--- src/rtl/defines.sv ---
// Shared project-wide defines for the decode/issue front end.
`ifndef DE_DEFINES_SV
`define DE_DEFINES_SV
`define INSTR_TYPE_SZ   4
`define INSTR_TYPE_MUL  4'd3
`define ROB_ENTRY_WIDTH 3
`endif

--- src/rtl/de_issue_ctrl_pkg.sv ---
// Common constants for the decode/issue controller and its bench.
`ifndef DE_DEFINES_SV
`include "defines.sv"
`endif

package de_issue_ctrl_pkg;

  localparam int unsigned INSTR_TYPE_W = `INSTR_TYPE_SZ;
  localparam logic [INSTR_TYPE_W-1:0] INSTR_TYPE_MUL_C = `INSTR_TYPE_MUL;

  // Wide enough for the largest legal MUL_LATENCY-1 (14).
  localparam int unsigned BUSY_CNT_W = 4;

endpackage

--- src/rtl/rob_alloc_tracker.sv ---
// ROB head/tail/occupancy bookkeeping with flush collapse and sticky underflow flag.
`ifndef DE_DEFINES_SV
`include "defines.sv"
`endif

module rob_alloc_tracker #(
  parameter int ROB_ENTRY_WIDTH = `ROB_ENTRY_WIDTH
) (
  input  logic                       clk,
  input  logic                       reset,
  input  logic                       alloc_i,
  input  logic                       commit_i,
  input  logic                       flush_i,
  output logic [ROB_ENTRY_WIDTH-1:0] tail_o,
  output logic [ROB_ENTRY_WIDTH:0]   count_o,
  output logic                       full_o,
  output logic                       err_underflow_o
);

  localparam logic [ROB_ENTRY_WIDTH:0] FULL_COUNT = {1'b1, {ROB_ENTRY_WIDTH{1'b0}}};

  logic [ROB_ENTRY_WIDTH-1:0] head_q, head_d;
  logic [ROB_ENTRY_WIDTH-1:0] tail_q, tail_d;
  logic [ROB_ENTRY_WIDTH:0]   count_q, count_d;
  logic                       err_q, err_d;
  logic                       empty;
  logic                       commit_ok;

  assign empty     = (count_q == '0);
  assign commit_ok = commit_i && !empty;

  // NOTE: every signal written here gets a default first, otherwise paths that
  // skip an assignment infer a latch.
  always_comb begin
    head_d  = head_q;
    tail_d  = tail_q;
    count_d = count_q;
    err_d   = err_q | (commit_i && empty);

    if (commit_ok) head_d = head_q + 1'b1;

    // A flush discards every allocated entry: tail snaps to the post-commit head.
    if (flush_i) begin
      tail_d  = head_d;
      count_d = '0;
    end else begin
      if (alloc_i) tail_d = tail_q + 1'b1;
      case ({alloc_i, commit_ok})
        2'b10:   count_d = count_q + 1'b1;
        2'b01:   count_d = count_q - 1'b1;
        default: count_d = count_q;
      endcase
    end
  end

  // NOTE: sequential state uses non-blocking assignments so every register
  // samples the pre-edge values regardless of statement order.
  always_ff @(posedge clk) begin
    if (reset) begin
      head_q  <= '0;
      tail_q  <= '0;
      count_q <= '0;
      err_q   <= 1'b0;
    end else begin
      head_q  <= head_d;
      tail_q  <= tail_d;
      count_q <= count_d;
      err_q   <= err_d;
    end
  end

  assign tail_o          = tail_q;
  assign count_o         = count_q;
  assign full_o          = (count_q == FULL_COUNT);
  assign err_underflow_o = err_q;

endmodule

--- src/rtl/de_issue_ctrl.sv ---
// Decode-to-execute issue control: ROB allocation, MUL occupancy stall and flush handling.
`ifndef DE_DEFINES_SV
`include "defines.sv"
`endif

module de_issue_ctrl
  import de_issue_ctrl_pkg::*;
#(
  parameter int INSTR_TYPE_SZ   = `INSTR_TYPE_SZ,
  parameter int ROB_ENTRY_WIDTH = `ROB_ENTRY_WIDTH,
  parameter int MUL_LATENCY     = 4
) (
  input  logic                       clk,
  input  logic                       reset,
  input  logic                       dec_valid,
  input  logic [INSTR_TYPE_SZ-1:0]   dec_instr_type,
  input  logic                       rob_commit,
  input  logic                       flush,
  output logic                       dec_stall,
  output logic                       de_valid,
  output logic                       de_stall,
  output logic                       de_reset,
  output logic [ROB_ENTRY_WIDTH-1:0] rob_id,
  output logic [ROB_ENTRY_WIDTH:0]   rob_count,
  output logic                       err_underflow
);

  typedef enum logic {IDLE, MUL_BUSY} state_e;

  localparam logic [BUSY_CNT_W-1:0] BUSY_LOAD = BUSY_CNT_W'(MUL_LATENCY - 1);
  localparam logic [INSTR_TYPE_SZ-1:0] MUL_TYPE = INSTR_TYPE_SZ'(`INSTR_TYPE_MUL);

  state_e                     state_q;
  logic [BUSY_CNT_W-1:0]      busy_cnt_q;
  logic                       busy;
  logic                       rob_full;
  logic                       issue;
  logic                       is_mul;
  logic [ROB_ENTRY_WIDTH-1:0] tail;
  logic [ROB_ENTRY_WIDTH:0]   count;
  logic                       err;

  assign busy   = (state_q == MUL_BUSY);
  assign is_mul = (dec_instr_type == MUL_TYPE);

  // Outputs are forced to their idle values while reset is high, even though
  // the registers only clear at the following edge.
  assign dec_stall = !reset && (rob_full || busy);
  assign issue     = !reset && dec_valid && !dec_stall && !flush;

  assign de_valid      = issue;
  assign de_stall      = !reset && busy;
  assign de_reset      = flush || reset;
  assign rob_id        = reset ? '0 : tail;
  assign rob_count     = reset ? '0 : count;
  assign err_underflow = !reset && err;

  rob_alloc_tracker #(
    .ROB_ENTRY_WIDTH(ROB_ENTRY_WIDTH)
  ) u_rob_alloc_tracker (
    .clk            (clk),
    .reset          (reset),
    .alloc_i        (issue),
    .commit_i       (rob_commit),
    .flush_i        (flush),
    .tail_o         (tail),
    .count_o        (count),
    .full_o         (rob_full),
    .err_underflow_o(err)
  );

  // The busy counter holds the number of stall cycles still to come, including this one.
  always_ff @(posedge clk) begin
    if (reset || flush) begin
      state_q    <= IDLE;
      busy_cnt_q <= '0;
    end else begin
      case (state_q)
        IDLE: begin
          if (issue && is_mul) begin
            state_q    <= MUL_BUSY;
            busy_cnt_q <= BUSY_LOAD;
          end
        end
        MUL_BUSY: begin
          if (busy_cnt_q <= BUSY_CNT_W'(1)) begin
            state_q    <= IDLE;
            busy_cnt_q <= '0;
          end else begin
            busy_cnt_q <= busy_cnt_q - 1'b1;
          end
        end
        default: begin
          state_q    <= IDLE;
          busy_cnt_q <= '0;
        end
      endcase
    end
  end

endmodule

--- config.mk ---
export PLATFORM = sky130hd
export DESIGN_NAME = de_issue_ctrl
export DESIGN_NICKNAME = d
export VERILOG_FILES = /design/src/rtl/de_issue_ctrl_pkg.sv /design/src/rtl/rob_alloc_tracker.sv /design/src/rtl/de_issue_ctrl.sv
export VERILOG_INCLUDE_DIRS = /design/src /design/src/rtl
export SDC_FILE = /design/constraint.sdc
export NUM_CORES = 1
export LEC_CHECK = 0
export ABC_CLOCK_PERIOD_IN_PS = 2310
export CAP_MARGIN = 20
export CORE_ASPECT_RATIO = 0.8
export CORE_MARGIN = 5
export CORE_UTILIZATION = 44
export CTS_CLUSTER_DIAMETER = 100
export DETAILED_ROUTE_END_ITERATION = 12
export PLACE_DENSITY = 0.74
export SYNTH_ARGS = -nofsm -noshare
export SYNTH_HDL_FRONTEND = slang
export SYNTH_SLANG_ARGS = --single-unit
export TNS_END_PERCENT = 50
--- constraint.sdc ---
create_clock -name clk -period 2.31 [get_ports clk]
set_input_delay 0.693 -clock clk [delete_from_list [all_inputs] [get_ports clk]]
set_output_delay 0.693 -clock clk [all_outputs]
set_load 0.05 [all_outputs]
==> flow_metrics.tcl, run 1 <==
set metrics [dict create \
    area_delta_synth_final_pct 63.6 \
    status "finished, violations left" \
    clkLatencyLatePin_ns 0.30 \
    portBuffers 20 \
    num_vias 906 \
    required_ns 1.62 \
    drtIter0Drc 21 \
    antenna_found_initial 0 \
    synth_area_um2 923 \
    ios 21 \
    p_leak_uw 0.000620 \
    crit_arrival_ns 1.62 \
    slowest_delay_ns 0.56 \
    track_usage_pct 18.1 \
    synth.distinct_cells 36 \
    syn_nets 123 \
    cpLargestDelayFamily "simple AND/OR/NAND/NOR gates" \
    synth_top_area_share_pct 34.7 \
    fin_cells 169 \
    dp.cells 164 \
    routed_via_density 5.36 \
    start_util_pct 47.5 \
    tightest_slew_ns 0.460 \
    synth_warnings 0 \
    yosys.area.top_type "dfxtp_1" \
    cts_tree "yes" \
    crit_buf_inv 2 \
    slowest_stage "or4b_4" \
    criticalPathCategory "flip-flop to output port" \
    ir_drop_mv 0.345 \
    hold_violations 0 \
    die_area_um2 3120 \
    hold_buffers 0 \
    dr.pass1.iters 4 \
    setup_tns_ns -0.00735 \
    cts_made_buffers 3 \
    core_area_um2 1940 \
    gp_congestion 0.862 \
    ys_ff_latch 16 \
    h-tree-depth 1 \
    min_path_type "flip-flop to flip-flop" \
    avgSynthCellArea_um2 8.71 \
    cp_cell_sequence "or4b_4 > buf_6 > a21oi_4 > buf_12" \
    detail-route-antenna-nets 0 \
    clk_path_buf_depth 2 \
    slew_violations 0 \
    post-route-period-util_pct 100 \
    clkSlewWorstSetupHoldPaths_ns 0.10 \
    cts-root-buf "clkbuf_4" \
    diodes 0 \
    drive_gt1_share_pct 40.7 \
    die_h_um 51.0 \
    synth_area_leaders "dfxtp_1 35%, ha_1 9.5%, nor2_1 6.1%" \
    hpwlAfterDp_um 1810 \
    seq_area_frac_synth_pct 34.7 \
    endpoint_kind "output port" \
    p_per_area_nw_per_um2 382 \
    fin_crit_ns 2.32 \
    grt_pass1_vias 948 \
    die_w_um 61.2 \
    rsz0062_at_grt "true" \
    wl_per_cell_um 15.0 \
    grt_max_degree 17 \
    cap_viol_max_count 0 \
    critPathMaxFanout 3 \
    grt_pass1_wl_um 4270 \
    drt_drc_violations_left 0 \
    netlist_instances 106 \
    startpoint_type "flip-flop" \
    violations "setup timing" \
    rows 14 \
    finClkSkew_ns 0.00816 \
    routed_wl_um 2530 \
    setup_viol 1 \
    fmax_mhz 432 \
    cts.sinks 16 \
    final.setup.worst_slack_ns -0.00735 \
    relSlewSlack_pct 69.1 \
    overflow 0 \
    num-nets-final 163 \
]
-- where the power goes --
part           leakage [uW]  switching [uW]  internal (uW)
clock             0.0000210            92.6           96.2
sequential         0.000130            3.06            280
combinational      0.000469            52.3           52.8
total              0.000620             148            429
-- state kept, by name, indices dropped and copies added, names as in the netlist --
signal / flops
busy_cnt_q: 4
busy: 1
u_rob_alloc_tracker.count_o: 4
u_rob_alloc_tracker.err_underflow_o: 1
u_rob_alloc_tracker.tail_o: 3
u_rob_alloc_tracker.head_q: 3
-- logic make-up (layout without fill, tap and decap cells) --
group           after synthesis  after routing  synth area share, %
compound gates               19             19                 13.1
xor+xnor                      6              6                 5.69
fa+ha+maj                     8              8                 11.7
buf+inv                      11             50                 4.47
flops                        16             16                 34.7
mux                           2              2                 2.30
simple gates                 44             44                 28.1
-- cell usage in the layout, fill, tap and decap left out, types with 3 or more instances in the layout --
cell,n
a21oi_1,7
inv_1,7
ha_1,6
buf_12,12
nand3_2,3
nand2_1,5
nor2b_2,5
nor2_1,11
nor2_2,4
clkbuf_4,3
clkdlybuf4s50_1,5
buf_6,3
buf_4,15
xor2_1,5
dlygate4sd2_1,3
dfxtp_1,14
-- metrics by stage --
stage | utilization, % | worst slack (ns) | hold WS (ns) | instance area (um2) | total power (uW)
6_report | 77.7 | -0.00735 | 0.478 | 1510 | 577
2_1_floorplan | - | 0.0165 | 0.429 | 927 | 332
4_1_cts | 76.5 | -0.0446 | 0.483 | 1490 | 578
3_3_place_gp | 71.7 | -0.283 | 0.447 | 1390 | 384
5_1_grt | 77.7 | -0.0471 | 0.523 | 1510 | 603
3_5_place_dp | 71.7 | -0.379 | 0.463 | 1390 | 386
-- final timing paths --
| path | slack (ns) | cells past startpoint | endpoint | startpoint |
|---|---|---|---|---|
| worst max-delay path | -0.007 | 4 | dec_stall | u_rob_alloc_tracker.count_o[1] |
| worst min-delay path | 0.48 | 2 | u_rob_alloc_tracker.err_underflow_o | u_rob_alloc_tracker.err_underflow_o |
| worst max register to register | 0.17 | 8 | u_rob_alloc_tracker.count_o[3] | u_rob_alloc_tracker.count_o[0] |
| worst min register to register | 0.48 | 2 | u_rob_alloc_tracker.err_underflow_o | u_rob_alloc_tracker.err_underflow_o |
-- final cells by class --
type                            count  area [um2]
Multi-Input combinational cell     79         626
Timing Repair Buffer               38         463
Fill cell                         132         434
Sequential cell                    16         323
Clock buffer                        4        36.3
Inverter                            8        32.5
Tap cell                           24        30.0
-- repair_timing --
item                       in CTS  in global routing
pin swaps                       3                  3
gates cloned                    0                  0
setup endpoints to repair      14                  3
buffers inserted                0                  1
resized for setup              22                  5
-- cell usage after synthesis (all sizes together) --
cell	n
o21ai	2
a21oi	9
o22ai	2
and3	1
nand2	6
o211ai	1
ha	7
nor4	1
mux2	1
nand2b	1
or3b	1
o31ai	2
clkbuf	3
and4b	1
or4b	2
o41a	1
fa	1
a211oi	1
nor2b	7
nor2	15
nand3b	1
dfxtp	16
a2bb2oi	1
inv	8
xnor2	1
mux2i	1
nor4bb	1
nand4	1
nor3	1
xor2	5
nand3	5
-- worst reg2reg max path, cell delays in order, from the launching register on --
cell      delay (ns)
dfxtp_1         0.33
buf_4           0.15
o41a_1          0.48
ha_4            0.20
ha_1            0.32
a21oi_1         0.10
a211oi_1        0.30
o21ai_1         0.11
o31ai_1         0.06
-- layer usage --
layer	global-route usage (%)	vias to the layer above	wire length, um
met1	22.9	433	1090
met3	6.55	8	108
met5	0	-	0
li1	-	447	-
met4	4.69	0	47
met2	29.0	18	1290
(Power assumes the default switching activity.)
==> inputs of run 2 (changes only) <==
Settings changed: REMOVE_ABC_BUFFERS set to 1.
==> flow_metrics.tcl, run 2 (same netlist as run 1, synthesis figures left out) <==
set metrics [dict create \
    core_area_um2 1940 \
    p_leak_uw 0.000596 \
    ios 21 \
    power_frac_comb_pct 18.1 \
    portBuffers 20 \
    p_sw_uw 149 \
    tightest_slew_ns 0.497 \
    slowest_delay_ns 0.61 \
    seqPwrFrac_pct 49.0 \
    routed_wl_um 2570 \
    overflow 0 \
    violations "setup timing" \
    setup_viol 1 \
    wl_per_cell_um 15.6 \
    detail-route-antenna-nets 0 \
    startpoint_type "flip-flop" \
    relSlewSlack_pct 66.6 \
    p_int_uw 428 \
    ir_drop_mv 0.352 \
    crit_arrival_ns 1.62 \
    clk_path_buf_depth 2 \
    die_w_um 61.2 \
    drtIter0Drc 48 \
    post-route-period-util_pct 100 \
    diodes 0 \
    grt_pass1_vias 898 \
    slowest_stage "or4b_4" \
    final_common_cell "dfxtp_1" \
    die_area_um2 3120 \
    rsz0062_at_grt "true" \
    criticalPathCategory "flip-flop to output port" \
    num_vias 916 \
    utilization_pct 77.2 \
    cp_cell_sequence "or4b_4 > a21oi_2 > buf_12" \
    cap_viol_max_count 0 \
    cts.sinks 16 \
    drive_gt1_share_pct 39.7 \
    placed_area_um2 1360 \
    min_path_type "flip-flop to flip-flop" \
    swShare_pct 25.9 \
    grt_pass1_wl_um 4130 \
    routed_via_density 5.55 \
    fmax_mhz 432 \
    start_util_pct 47.5 \
    pwr-share-clk_pct 32.9 \
    clkSlewWorstSetupHoldPaths_ns 0.10 \
    endpoint_kind "output port" \
    cpLargestDelayFamily "simple AND/OR/NAND/NOR gates" \
    final_cell_area_um2 1500 \
    power_uw 577 \
    num-nets-final 159 \
    final_cell_mix "16 x dfxtp_1, 12 x buf_12, 12 x buf_4" \
    required_ns 1.62 \
    status "finished, violations left" \
    whs_ns 0.482 \
    cts_made_buffers 3 \
    track_usage_pct 17.6 \
    antenna_found_initial 0 \
    grt_max_degree 17 \
    drt_drc_violations_left 0 \
    final.setup.worst_slack_ns -0.00284 \
    rows 14 \
    dr.pass1.iters 4 \
    hpwlAfterDp_um 1930 \
    slew_violations 0 \
    fin_crit_ns 2.31 \
    h-tree-depth 1 \
    p_per_area_nw_per_um2 385 \
    clkLatencyLatePin_ns 0.29 \
    area_delta_synth_final_pct 62.5 \
    die_h_um 51.0 \
    critPathMaxFanout 5 \
    gp_congestion 0.899 \
    hold_violations 0 \
    cts-root-buf "clkbuf_4" \
    finClkSkew_ns 0.00520 \
    cts_tree "yes" \
    crit_buf_inv 1 \
]
-- run 2: cell count changes in the layout (fill, tap and decap cells not counted), moves of 2 or more --
cell	previous run	this run
a21oi_2	1	3
buf_4	15	12
dfxtp_2	2	0
dfxtp_1	14	16
-- run 2: cell type report --
class | instances | area [um2]
tap | 24 | 30.0
clock buffer | 4 | 36.3
inverter | 8 | 32.5
timing repair buffer | 34 | 429
fill | 131 | 444
multi-input combinational | 79 | 652
sequential | 16 | 320
-- run 2: power by group through the flow --
stage,clock [uW],sequential [uW],combinational [uW]
after CTS,196,283,100
after global placement,0,289,91.8
after detailed placement,0,289,93.7
after floorplan,0,289,40.2
after global routing,208,284,111
final,190,283,105
-- run 2: worst register-to-register path, stage by stage (launching register included) --
cell	delay (ns)
dfxtp_1	0.33
or4b_4	0.61
nand3_4	0.12
ha_4	0.18
inv_1	0.06
fa_1	0.37
xor2_1	0.18
nor2_1	0.05
a21oi_1	0.11
nor2_1	0.05
-- run 2: repair_timing --
item | 4_1_cts | 5_1_grt
resized for setup | 25 | 3
pin swaps | 2 | 2
setup endpoints to repair | 14 | 4
buffers inserted | 0 | 1
hold buffers | 0 | 0
-- run 2: stage by stage --
stage	setup TNS (ns)	cells	setup slack, ns
floorplan	-0.117	103	-0.117
global placement	-1.83	160	-0.335
detailed placement	-2.14	160	-0.463
CTS	0	164	0.00738
global route	-0.0897	165	-0.0501
finish	-0.00284	165	-0.00284
-- run 2: path summary, 6_finish.rpt --
| path | startpoint | to | slack [ns] | cells after the start |
|---|---|---|---|---|
| min | u_rob_alloc_tracker.err_underflow_o | u_rob_alloc_tracker.err_underflow_o | 0.48 | 2 |
| min reg2reg | u_rob_alloc_tracker.err_underflow_o | u_rob_alloc_tracker.err_underflow_o | 0.48 | 2 |
| max | u_rob_alloc_tracker.count_o[1] | dec_stall | -0.003 | 3 |
| max reg2reg | u_rob_alloc_tracker.count_o[1] | u_rob_alloc_tracker.count_o[2] | 0.16 | 9 |
-- run 2: routing by layer --
layer  global-route usage (%)  wire (um)
met1                     21.1       1040
met2                     31.2       1390
met3                     5.54        101
met4                     2.17         46
met5                        0          0
